### src/rtl/video_timing_monitor_if.sv
// Pixel-stream timing signals (hs/vs/de from dvi2rgb) together with the
// monitor's measurement and lock results.
interface video_timing_monitor_if;
  logic        hs_i;
  logic        vs_i;
  logic        de_i;
  logic [11:0] h_active_o;
  logic [11:0] h_total_o;
  logic [10:0] v_active_o;
  logic        frame_stb_o;
  logic        good_o;
  logic        locked_o;

  // master: the video source, which also observes the results
  modport master (
    output hs_i, vs_i, de_i,
    input  h_active_o, h_total_o, v_active_o, frame_stb_o, good_o, locked_o
  );

  // slave: the monitor, which watches the stream and reports
  modport slave (
    input  hs_i, vs_i, de_i,
    output h_active_o, h_total_o, v_active_o, frame_stb_o, good_o, locked_o
  );
endinterface

### src/rtl/video_timing_monitor.sv
// Passive timing monitor for the HDMI-in pixel stream. It measures line
// period, active width and active height of each frame and raises locked_o
// once LOCK_FRAMES consecutive frames match the configured timing.
// Pixel data is never touched.
module video_timing_monitor #(
  parameter int H_WIDTH       = 1920,
  parameter int H_TOTAL       = 2200,
  parameter int V_HEIGHT      = 1080,
  parameter int LOCK_FRAMES   = 4,
  parameter int FRAME_TIMEOUT = 3000000
) (
  input logic                   clk_i,
  input logic                   rst_ni,
  video_timing_monitor_if.slave vif
);

  localparam logic [11:0] LP_HW = 12'(H_WIDTH);
  localparam logic [11:0] LP_HT = 12'(H_TOTAL);
  localparam logic [10:0] LP_VH = 11'(V_HEIGHT);
  localparam logic [3:0]  LP_LF = 4'(LOCK_FRAMES);
  localparam logic [21:0] LP_TO = 22'(FRAME_TIMEOUT);

  typedef enum logic [1:0] {SEARCH, MEASURE, LOCKED} state_t;

  state_t      r_state, w_state_n;
  logic        r_hs, r_vs, r_de, r_hs_d, r_vs_d, r_de_d;
  logic        r_hs_rise, r_vs_rise, r_de_fall, r_de_p;
  logic [11:0] r_hcnt, r_acnt, r_period, r_last_act;
  logic [10:0] r_vcnt;
  logic        r_bad;
  logic [21:0] r_tcnt;
  logic [3:0]  r_gcnt, w_gcnt_n, w_gcnt_inc;
  logic        r_good, r_locked, w_good_n, w_locked_n;
  logic [11:0] r_h_active, r_h_total;
  logic [10:0] r_v_active;
  logic        r_stb;

  logic [11:0] w_period, w_period_cl, w_act_cl;
  logic [10:0] w_vcnt_cl;
  logic        w_line_bad, w_act_bad, w_bad_cl, w_frame_good, w_timeout;

  // input stage plus a delayed copy for edge detection
  always_ff @(posedge clk_i or negedge rst_ni)
    if (!rst_ni) begin
      {r_hs, r_vs, r_de}       <= '0;
      {r_hs_d, r_vs_d, r_de_d} <= '0;
    end else begin
      {r_hs, r_vs, r_de}       <= {vif.hs_i, vif.vs_i, vif.de_i};
      {r_hs_d, r_vs_d, r_de_d} <= {r_hs, r_vs, r_de};
    end

  // registered edge pulses; r_de_p is the de level aligned with them
  always_ff @(posedge clk_i or negedge rst_ni)
    if (!rst_ni) begin
      {r_hs_rise, r_vs_rise, r_de_fall, r_de_p} <= '0;
    end else begin
      r_hs_rise <= r_hs & ~r_hs_d;
      r_vs_rise <= r_vs & ~r_vs_d;
      r_de_fall <= ~r_de & r_de_d;
      r_de_p    <= r_de;
    end

  // Line/frame close values. A line or de closing in the same cycle as the
  // vs edge is folded in here so it belongs to the frame being closed.
  always_comb begin
    w_period     = (r_hcnt == 12'hFFF) ? 12'hFFF : r_hcnt + 12'd1;
    w_line_bad   = r_hs_rise && (w_period != LP_HT);
    w_act_bad    = r_de_fall && (r_acnt != LP_HW);
    w_period_cl  = r_hs_rise ? w_period : r_period;
    w_act_cl     = r_de_fall ? r_acnt : r_last_act;
    w_vcnt_cl    = (r_de_fall && r_vcnt != 11'h7FF) ? r_vcnt + 11'd1 : r_vcnt;
    w_bad_cl     = r_bad | w_line_bad | w_act_bad | (r_vs_rise & r_de_p);
    w_frame_good = !w_bad_cl && (w_vcnt_cl == LP_VH);
    w_timeout    = !r_vs_rise && (r_tcnt >= LP_TO);
  end

  // horizontal, active, vertical and timeout counters plus sticky bad flag
  always_ff @(posedge clk_i or negedge rst_ni)
    if (!rst_ni) begin
      r_hcnt     <= '0;
      r_period   <= '0;
      r_acnt     <= '0;
      r_last_act <= '0;
      r_vcnt     <= '0;
      r_bad      <= 1'b0;
      r_tcnt     <= '0;
    end else begin
      if (r_hs_rise)                r_hcnt <= '0;
      else if (r_hcnt != 12'hFFF)   r_hcnt <= r_hcnt + 12'd1;
      if (r_hs_rise)                r_period <= w_period;
      if (r_de_fall)                r_acnt <= '0;
      else if (r_de_p && r_acnt != 12'hFFF) r_acnt <= r_acnt + 12'd1;
      if (r_de_fall)                r_last_act <= r_acnt;
      r_vcnt <= r_vs_rise ? '0   : w_vcnt_cl;
      r_bad  <= r_vs_rise ? 1'b0 : w_bad_cl;
      if (r_vs_rise)                r_tcnt <= '0;
      else if (r_tcnt < LP_TO)      r_tcnt <= r_tcnt + 22'd1;
    end

  // latch measurements and pulse the strobe at each frame boundary
  always_ff @(posedge clk_i or negedge rst_ni)
    if (!rst_ni) begin
      r_stb      <= 1'b0;
      r_h_active <= '0;
      r_h_total  <= '0;
      r_v_active <= '0;
    end else begin
      r_stb <= r_vs_rise;
      if (r_vs_rise) begin
        r_h_active <= w_act_cl;
        r_h_total  <= w_period_cl;
        r_v_active <= w_vcnt_cl;
      end
    end

  // lock FSM state register with registered good/locked flags
  always_ff @(posedge clk_i or negedge rst_ni)
    if (!rst_ni) begin
      r_state  <= SEARCH;
      r_gcnt   <= '0;
      r_good   <= 1'b0;
      r_locked <= 1'b0;
    end else begin
      r_state  <= w_state_n;
      r_gcnt   <= w_gcnt_n;
      r_good   <= w_good_n;
      r_locked <= w_locked_n;
    end

  // lock FSM next state; the timeout overrides any frame decision
  always_comb begin
    w_state_n  = r_state;
    w_gcnt_n   = r_gcnt;
    w_good_n   = r_good;
    w_locked_n = r_locked;
    w_gcnt_inc = r_gcnt + 4'd1;
    if (w_timeout) begin
      w_state_n  = SEARCH;
      w_gcnt_n   = '0;
      w_good_n   = 1'b0;
      w_locked_n = 1'b0;
    end else if (r_vs_rise) begin
      unique case (r_state)
        SEARCH: begin
          // the frame in progress started before we were watching
          w_state_n  = MEASURE;
          w_gcnt_n   = '0;
          w_good_n   = 1'b0;
          w_locked_n = 1'b0;
        end
        MEASURE: begin
          w_good_n = w_frame_good;
          if (!w_frame_good) begin
            w_gcnt_n = '0;
          end else begin
            w_gcnt_n = w_gcnt_inc;
            if (w_gcnt_inc >= LP_LF) begin
              w_state_n  = LOCKED;
              w_locked_n = 1'b1;
            end
          end
        end
        LOCKED: begin
          w_good_n = w_frame_good;
          if (!w_frame_good) begin
            w_state_n  = MEASURE;
            w_gcnt_n   = '0;
            w_locked_n = 1'b0;
          end
        end
        default: w_state_n = SEARCH;
      endcase
    end
  end

  assign vif.h_active_o  = r_h_active;
  assign vif.h_total_o   = r_h_total;
  assign vif.v_active_o  = r_v_active;
  assign vif.frame_stb_o = r_stb;
  assign vif.good_o      = r_good;
  assign vif.locked_o    = r_locked;

endmodule

### src/flat_wrapper.sv
// flat-port wrapper written by rule: the top's interface ports become plain ports
module video_timing_monitor_flat 
#(
  parameter int H_WIDTH       = 1920,
  parameter int H_TOTAL       = 2200,
  parameter int V_HEIGHT      = 1080,
  parameter int LOCK_FRAMES   = 4,
  parameter int FRAME_TIMEOUT = 3000000
)
  (clk_i, rst_ni, vif_hs_i, vif_vs_i, vif_de_i, vif_h_active_o, vif_h_total_o, vif_v_active_o, vif_frame_stb_o, vif_good_o, vif_locked_o);
  video_timing_monitor_if vif_i ();
  input logic clk_i;
  input logic rst_ni;
  input wire logic [$bits(vif_i.hs_i)-1:0] vif_hs_i;
  input wire logic [$bits(vif_i.vs_i)-1:0] vif_vs_i;
  input wire logic [$bits(vif_i.de_i)-1:0] vif_de_i;
  output wire logic [$bits(vif_i.h_active_o)-1:0] vif_h_active_o;
  output wire logic [$bits(vif_i.h_total_o)-1:0] vif_h_total_o;
  output wire logic [$bits(vif_i.v_active_o)-1:0] vif_v_active_o;
  output wire logic [$bits(vif_i.frame_stb_o)-1:0] vif_frame_stb_o;
  output wire logic [$bits(vif_i.good_o)-1:0] vif_good_o;
  output wire logic [$bits(vif_i.locked_o)-1:0] vif_locked_o;
  assign vif_i.hs_i = vif_hs_i;
  assign vif_i.vs_i = vif_vs_i;
  assign vif_i.de_i = vif_de_i;
  assign vif_h_active_o = vif_i.h_active_o;
  assign vif_h_total_o = vif_i.h_total_o;
  assign vif_v_active_o = vif_i.v_active_o;
  assign vif_frame_stb_o = vif_i.frame_stb_o;
  assign vif_good_o = vif_i.good_o;
  assign vif_locked_o = vif_i.locked_o;
  video_timing_monitor #(.H_WIDTH(H_WIDTH), .H_TOTAL(H_TOTAL), .V_HEIGHT(V_HEIGHT), .LOCK_FRAMES(LOCK_FRAMES), .FRAME_TIMEOUT(FRAME_TIMEOUT)) u_core (.clk_i(clk_i), .rst_ni(rst_ni), .vif(vif_i));
endmodule
### config.mk
export PLATFORM = sky130hd
export DESIGN_NAME = video_timing_monitor_flat
export DESIGN_NICKNAME = d
export VERILOG_FILES = /design/src/rtl/video_timing_monitor_if.sv /design/src/rtl/video_timing_monitor.sv /design/src/flat_wrapper.sv
export SDC_FILE = /design/constraint.sdc
export NUM_CORES = 1
export LEC_CHECK = 0
export BUFFER_PORTS_ARGS = -buffer_cell sky130_fd_sc_hd__buf_2
export CORE_MARGIN = 2
export CORE_UTILIZATION = 47
export CTS_BUF_LIST = sky130_fd_sc_hd__clkbuf_8
export DETAILED_ROUTE_END_ITERATION = 6
export GPL_ROUTABILITY_DRIVEN = 0
export SYNTH_ARGS = -nofsm -noshare
export SYNTH_HDL_FRONTEND = slang
export SYNTH_SLANG_ARGS = --single-unit
### constraint.sdc
create_clock -name clk_i -period 3 [get_ports clk_i]
set_input_delay 0.9 -clock clk_i [delete_from_list [all_inputs] [get_ports clk_i]]
set_output_delay 0.9 -clock clk_i [all_outputs]
set_load 0.01 [all_outputs]
Yosys cells after proc, flatten, opt, wreduce, memory -nomap -nowiden
Index checks and enable logic that the tools add are counted.
{"block": "totals", "ff_bits": 135, "latchBits": 0, "ramBits": 0, "rom_bits": 0, "output_inout_bits": 38, "memories": 0}
{"block": "op_classes", "add_sub_neg": 5, "multipliers": 0, "div_mod_pow": 0, "order_cmp": 3, "eq_ne": 12, "shift": 0, "muxes": 32, "bitwise_logic": 10, "reduce_logical": 20}
{"op": "two-way mux 12 bit", "n": 7}
{"op": "two-way mux 22 bit", "n": 2}
{"op": "inequality test 12 bit (second input constant)", "n": 3}
{"op": "adder 12 x 1 -> 12 bit (second input constant)", "n": 2}
{"op": "adder 22 x 1 -> 22 bit (second input constant)", "n": 1}
{"op": ">= comparator 22 bit (second input constant)", "n": 1}
{"op": "< comparator 22 bit (second input constant)", "n": 1}
{"op": "two-way mux 11 bit", "n": 2}
{"op": "two-way mux 4 bit", "n": 4}
{"op": "equality test 12 bit (second input constant)", "n": 1}
{"op": "inequality test 12 x 11 -> 1 bit (second input constant)", "n": 1}
{"op": "case mux 4 bit (3 select lines)", "n": 1}
{"op": "adder 11 x 1 -> 11 bit (second input constant)", "n": 1}
{"op": "equality test 11 bit (second input constant)", "n": 1}
{"op": "inequality test 11 bit (second input constant)", "n": 1}
{"op": "two-way mux 2 bit", "n": 5}
{"op": "two-way mux 1 bit", "n": 8}
{"op": "nonzero test 2 bit", "n": 4}
{"op": "logical AND 1 bit", "n": 6}
{"op": "inequality test 3 x 1 -> 1 bit (second input constant)", "n": 2}
{"op": "case mux 2 bit (3 select lines)", "n": 1}
{"op": "AND reduction 5 bit", "n": 1}
{"op": "adder 4 x 1 -> 4 bit (second input constant)", "n": 1}
{"op": "AND 1 bit", "n": 4}
{"op": "16 further kinds", "n": 21}

Depth between registers and ports, before layout
{"block": "depth", "ltp_word": 13, "mapped_depth": 10}

Least setup slack after synthesis
OpenSTA, ideal clock, no wires.
{"block": "synth_path", "path_kind": "reg2reg", "from": "register u_core.r_hcnt[0]", "to": "register u_core.r_state[0]", "arrival_ns": 2.477, "required_time_ns": 2.921, "path_slack_ns": 0.444, "path_stages_with_launch": 11, "n_path_buf": 1, "cell_sequence": "dfrtp_1 -> ha_1 -> nand3_1 -> buf_2 -> nor3_1 -> mux2_2 -> a211oi_1 -> a21oi_2 -> o31a_1 -> nor3b_2 -> mux2i_1"}
{"block": "synth_via", "elab_chain_cells": 11}
{"item": "from (decl)", "line": "video_timing_monitor.sv:28", "rtl": "logic [11:0] r_hcnt, r_acnt, r_period, r_last_act;"}
{"item": "from (signal assigned)", "line": "video_timing_monitor.sv:89", "rtl": "else if (r_hcnt != 12'hFFF) r_hcnt <= r_hcnt + 12'd1;"}
{"item": "adder 12 x 1 -> 12 bit / equality test 12 bit (equally long branches)", "line": "video_timing_monitor.sv:66", "rtl": "w_period = (r_hcnt == 12'hFFF) ? 12'hFFF : r_hcnt + 12'd1;"}
{"item": "two-way mux 12 bit *", "line": "video_timing_monitor.sv:66"}
{"item": "inequality test 12 bit *", "line": "video_timing_monitor.sv:67", "rtl": "w_line_bad = r_hs_rise && (w_period != LP_HT);"}
{"item": "logical AND 1 bit *", "line": "video_timing_monitor.sv:67"}
{"item": "OR 1 bit * (3 in a row)", "line": "video_timing_monitor.sv:72", "rtl": "w_bad_cl = r_bad | w_line_bad | w_act_bad | (r_vs_rise & r_de_p);"}
{"item": "logical NOT 1 bit *", "line": "video_timing_monitor.sv:73", "rtl": "w_frame_good = !w_bad_cl && (w_vcnt_cl == LP_VH);"}
{"item": "logical AND 1 bit *", "line": "video_timing_monitor.sv:73"}
{"item": "inequality test 3 bit (no source line) / inequality test 3 x 1 -> 1 bit (equally long branches)"}
{"item": "AND reduction 4 bit (no source line) *"}
{"item": "to (signal assigned)", "line": "video_timing_monitor.sv:124", "rtl": "r_state <= w_state_n;"}
{"item": "to (decl)", "line": "video_timing_monitor.sv:25", "rtl": "state_t r_state, w_state_n;"}
Mark *: on every way between the ends. The rest lies on a longest branch, timed or not.
A chain may end at the register's enable or synchronous reset.

Worst setup path after layout
{"block": "layout_path", "from": "register u_core.r_acnt[0]", "to": "register u_core.r_state[0]"}
{"block": "layout_via", "elab_chain_cells": 8}
{"item": "from (decl)", "line": "video_timing_monitor.sv:28"}
{"item": "from (signal assigned)", "line": "video_timing_monitor.sv:92", "rtl": "else if (r_de_p && r_acnt != 12'hFFF) r_acnt <= r_acnt + 12'd1;"}
{"item": "inequality test 12 x 11 -> 1 bit *", "line": "video_timing_monitor.sv:68", "rtl": "w_act_bad = r_de_fall && (r_acnt != LP_HW);"}
{"item": "logical AND 1 bit *", "line": "video_timing_monitor.sv:68"}
{"item": "OR 1 bit * (2 in a row)", "line": "video_timing_monitor.sv:72"}
{"item": "logical NOT 1 bit *", "line": "video_timing_monitor.sv:73"}
{"item": "logical AND 1 bit *", "line": "video_timing_monitor.sv:73"}
{"item": "inequality test 3 bit (no source line) / inequality test 3 x 1 -> 1 bit (equally long branches)"}
{"item": "AND reduction 4 bit (no source line) *"}
Marked as above.

==> results.py <==
metrics = {
    "outcome": {
        "outcome": "completed",
    },
    "placement": {
        "detailed_place.area_um2": 6630,
        "place.detailed.hpwl_mm": 7.86,
        "io_buffers": 42,
    },
    "route": {
        "drc": 0,
        "drt-pass1-iter-count": 4,
        "drt_first_iter_violations": 262,
        "post_drt_wl_per_cell_um": 14.6,
        "vias": 4185,
        "detail-route-antenna-nets": 0,
        "postRouteWirelength_mm": 11.6,
        "vias_per_cell": 5.26,
    },
    "clocking": {
        "path_clk_slew_ns": 0.07,
        "ctsResizeCount": 0,
        "clock_insertion_delay_at_the_later_pin_of_the_skew_report_ns": 0.44,
        "htree_levels": 4,
        "holdBufCountCts": 0,
        "cts_inserted_buffers": 17,
        "clock_tree.buffer_depth": 2,
        "tritoncts_num_sinks": 135,
        "cts_tree": "yes",
        "clockRootBuffer": "clkbuf_8",
        "post_cts_setup_repair_buffer_count": 0,
    },
    "layout": {
        "post-route-cell-area_um2": 6980,
        "multi_input_comb_area_um2": 2650,
        "post_route_cells_drive_above_1_share": 0.217,
        "mostFrequentLayoutCells": "dfrtp_1 (133), nor2_1 (80), mux2_2 (42)",
        "nNetsFinal": 632,
        "area.sequential_um2": 3380,
        "layout.cells.most_common": "dfrtp_1",
        "layout.filler_cells": 1188,
        "layout_overhead_on_the_synthesized_area_pct": 13.0,
        "diodes": 0,
    },
    "worst_setup_path": {
        "setup.worst_path.end": "u_core.r_state[0]",
        "worst_r2r_path_depth": 10,
        "cp_data_arrival_time_ns": 3.13,
        "regToRegStartpoint": "u_core.r_acnt[0]",
        "beginning_of_the_critical_path": "u_core.r_acnt[0]",
        "r2r_setup_slack_ns": 0.23,
        "critical_path.startpoint_type": "flip-flop",
        "crit_path_end_kind": "flip-flop",
        "critPathRequiredTime_ns": 3.36,
        "worst-path-max-fanout": 5,
        "timing.setup.critical_path_class": "flip-flop to flip-flop",
        "worstReg2RegEnd": "u_core.r_state[0]",
    },
    "logic_synthesis": {
        "synthesis.yosys.warnings": 0,
        "synthTopCellsByArea": "dfrtp_1 (55%), mux2_2 (7.7%), nor2_1 (4.9%)",
        "synth_largest_area_cell": "dfrtp_1",
        "synth_async_sr_flop_share": 1.00,
        "postSynthAreaPerCell_um2": 11.0,
        "netlist_area_um2": 6180,
        "synth_ff_type": "dfrtp_1",
        "yosysSeqAreaShare": 0.547,
        "synthDistinctLibCells": 55,
        "post-synth-top-area-fraction": 0.547,
        "syn_inst": 564,
        "postSynthNetCount": 581,
        "number_of_synthesized_flops_with_an_enable_pin": 0,
        "flip_flop_and_latch_count_after_synthesis": 135,
    },
    "timing": {
        "finalSetupViolations": 0,
        "min_period_over_period": 0.922,
        "timing.setup.tns_ns": 0,
        "timing.final.hold_violations": 0,
        "clock.fmax_mhz": 362,
        "final-max-slew-violation-count": 0,
        "setup_repair_after_global_routing_missed_its_margin": "no",
        "finalWorstPathRequiredPeriod_ns": 2.77,
        "timing_worst_slew_pin_value_ns": 0.643,
        "relative_slew_margins": 0.571,
        "worst_clock_skew_ns": 0.0115,
    },
    "floorplanning": {
        "ios": 43,
        "design.die.area_um2": 14100,
        "chipWidth_um": 119,
        "die_y_um": 119,
        "core_um2": 12700,
        "initial_utilization": 0.485,
        "floorplan.rows": 41,
    },
    "global_route": {
        "global_route_wire_length_before_repair_mm": 20.1,
        "grt_start_max_net_pins": 62,
        "grt_pass1_vias": 4287,
        "grt_util_all_layers": 0.178,
        "number_of_antenna_violations_at_the_first_check_in_global_routing": 0,
        "gr-total-overflow": 0,
    },
    "job": {
        "drv.max_cap_violation_count": 0,
    },
    "pwr": {
        "max-vdd-ir-drop_mv": 0.322,
        "power-per-cell-area_nw_per_um2": 583,
        "power.leakage_nw": 3.27,
    },
    "min_path": {
        "worstHoldPathType": "flip-flop to flip-flop",
    },
}
==> metal layers <==
metal	GRT usage	share of wire	vias up
li1	-	-	2053
met1	0.233	0.47	2051
met2	0.278	0.47	65
met3	0.0526	0.035	16
met4	0.0729	0.019	0
met5	0	0	-
==> cell type report <==
cell class,instances,area share
Sequential cell,135,0.484
Clock inverter,6,0.00789
Inverter,18,0.00968
Multi-Input combinational cell,391,0.380
Clock buffer,21,0.0414
Tap cell,172,0.0308
Timing Repair Buffer,52,0.0454
==> worst min-delay path by stage <==
stage | startpoint | end | cells past startpoint
finish | u_core.r_hs | u_core.r_hs_d | 0
global route | u_core.r_vs | u_core.r_vs_d | 0
CTS | u_core.r_hs | u_core.r_hs_d | 0
detailed placement | u_core.r_vs | u_core.r_vs_d | 0
global placement | u_core.r_vs | u_core.r_vs_d | 0
floorplan | u_core.r_hs | u_core.r_hs_d | 0
==> synth_stat cells (2+ instances only) <==
| library cell | number |
|---|---|
| clkbuf_1 | 13 |
| inv_1 | 18 |
| a41oi_1 | 2 |
| dfrtp_1 | 135 |
| nand4_2 | 2 |
| mux2_2 | 42 |
| and3_1 | 12 |
| and3b_1 | 2 |
| o21a_1 | 2 |
| buf_1 | 4 |
| nor2b_1 | 10 |
| nand2_1 | 40 |
| nor2_1 | 81 |
| nand3_1 | 14 |
| buf_2 | 2 |
| nor4b_1 | 2 |
| nand3b_1 | 2 |
| a21oi_1 | 30 |
| ha_1 | 12 |
| xnor2_1 | 19 |
| nand4b_1 | 3 |
| nand4_1 | 11 |
| a211oi_1 | 5 |
| xor2_1 | 22 |
| nor3_1 | 8 |
| o21ai_0 | 9 |
| a22o_1 | 3 |
| or3_1 | 6 |
| a31o_2 | 2 |
| and4_1 | 9 |
| o21bai_1 | 3 |
| a31oi_1 | 6 |
| mux2i_1 | 10 |
| a21o_1 | 2 |
==> sequential cells by signal, summed over array words and instances (netlist names), 2 cells and up <==
| signal | cells |
|---|---|
| u_core.r_hcnt | 12 |
| u_core.r_last_act | 12 |
| u_core.vif.v_active_o | 11 |
| u_core.r_period | 12 |
| u_core.r_state | 2 |
| u_core.r_tcnt | 22 |
| u_core.r_vcnt | 11 |
| u_core.r_gcnt | 4 |
| u_core.vif.h_active_o | 12 |
| u_core.vif.h_total_o | 12 |
| u_core.r_acnt | 12 |
==> worst max-delay path, stage by stage, from the launching register on <==
cell	delay (ns)
dfrtp_1	0.43
inv_1	0.08
ha_1	0.14
or4bb_1	0.49
o31ai_2	0.32
nand4b_1	0.16
nor4_2	0.20
a21oi_2	0.16
o31a_1	0.34
nor3b_2	0.18
mux2i_1	0.20
==> power breakdown <==
group          internal (mW)  switching, mW
clock                  0.710          0.625
sequential              2.00          0.139
combinational          0.267          0.326
total                   2.98           1.09
==> cells by family (layout without fill, tap and decap cells) <==
family | after synthesis | in the layout | synth area share
adder cells (fa/ha/maj) | 12 | 12 | 0.0243
XOR/XNOR | 41 | 41 | 0.0581
buffers and inverters | 38 | 97 | 0.0237
AO/OA/AOI/OAI | 73 | 73 | 0.0752
AND/OR/NAND/NOR | 213 | 213 | 0.179
flip-flops | 135 | 135 | 0.547
multiplexers | 52 | 52 | 0.0928
==> metrics by stage <==
step / setup slack, ns / util / power, mW / hold slack (ns) / instances
after floorplan: 0.444 / - / 2.54 / 0.347 / 564
after global placement: 0.320 / 0.521 / 2.75 / 0.356 / 768
after detailed placement: 0.215 / 0.521 / 2.77 / 0.364 / 768
after CTS: 0.201 / 0.548 / 4.12 / 0.375 / 795
after global routing: 0.00335 / 0.548 / 4.29 / 0.395 / 795
final: 0.234 / 0.548 / 4.07 / 0.370 / 795
(Power assumes the default switching activity.)
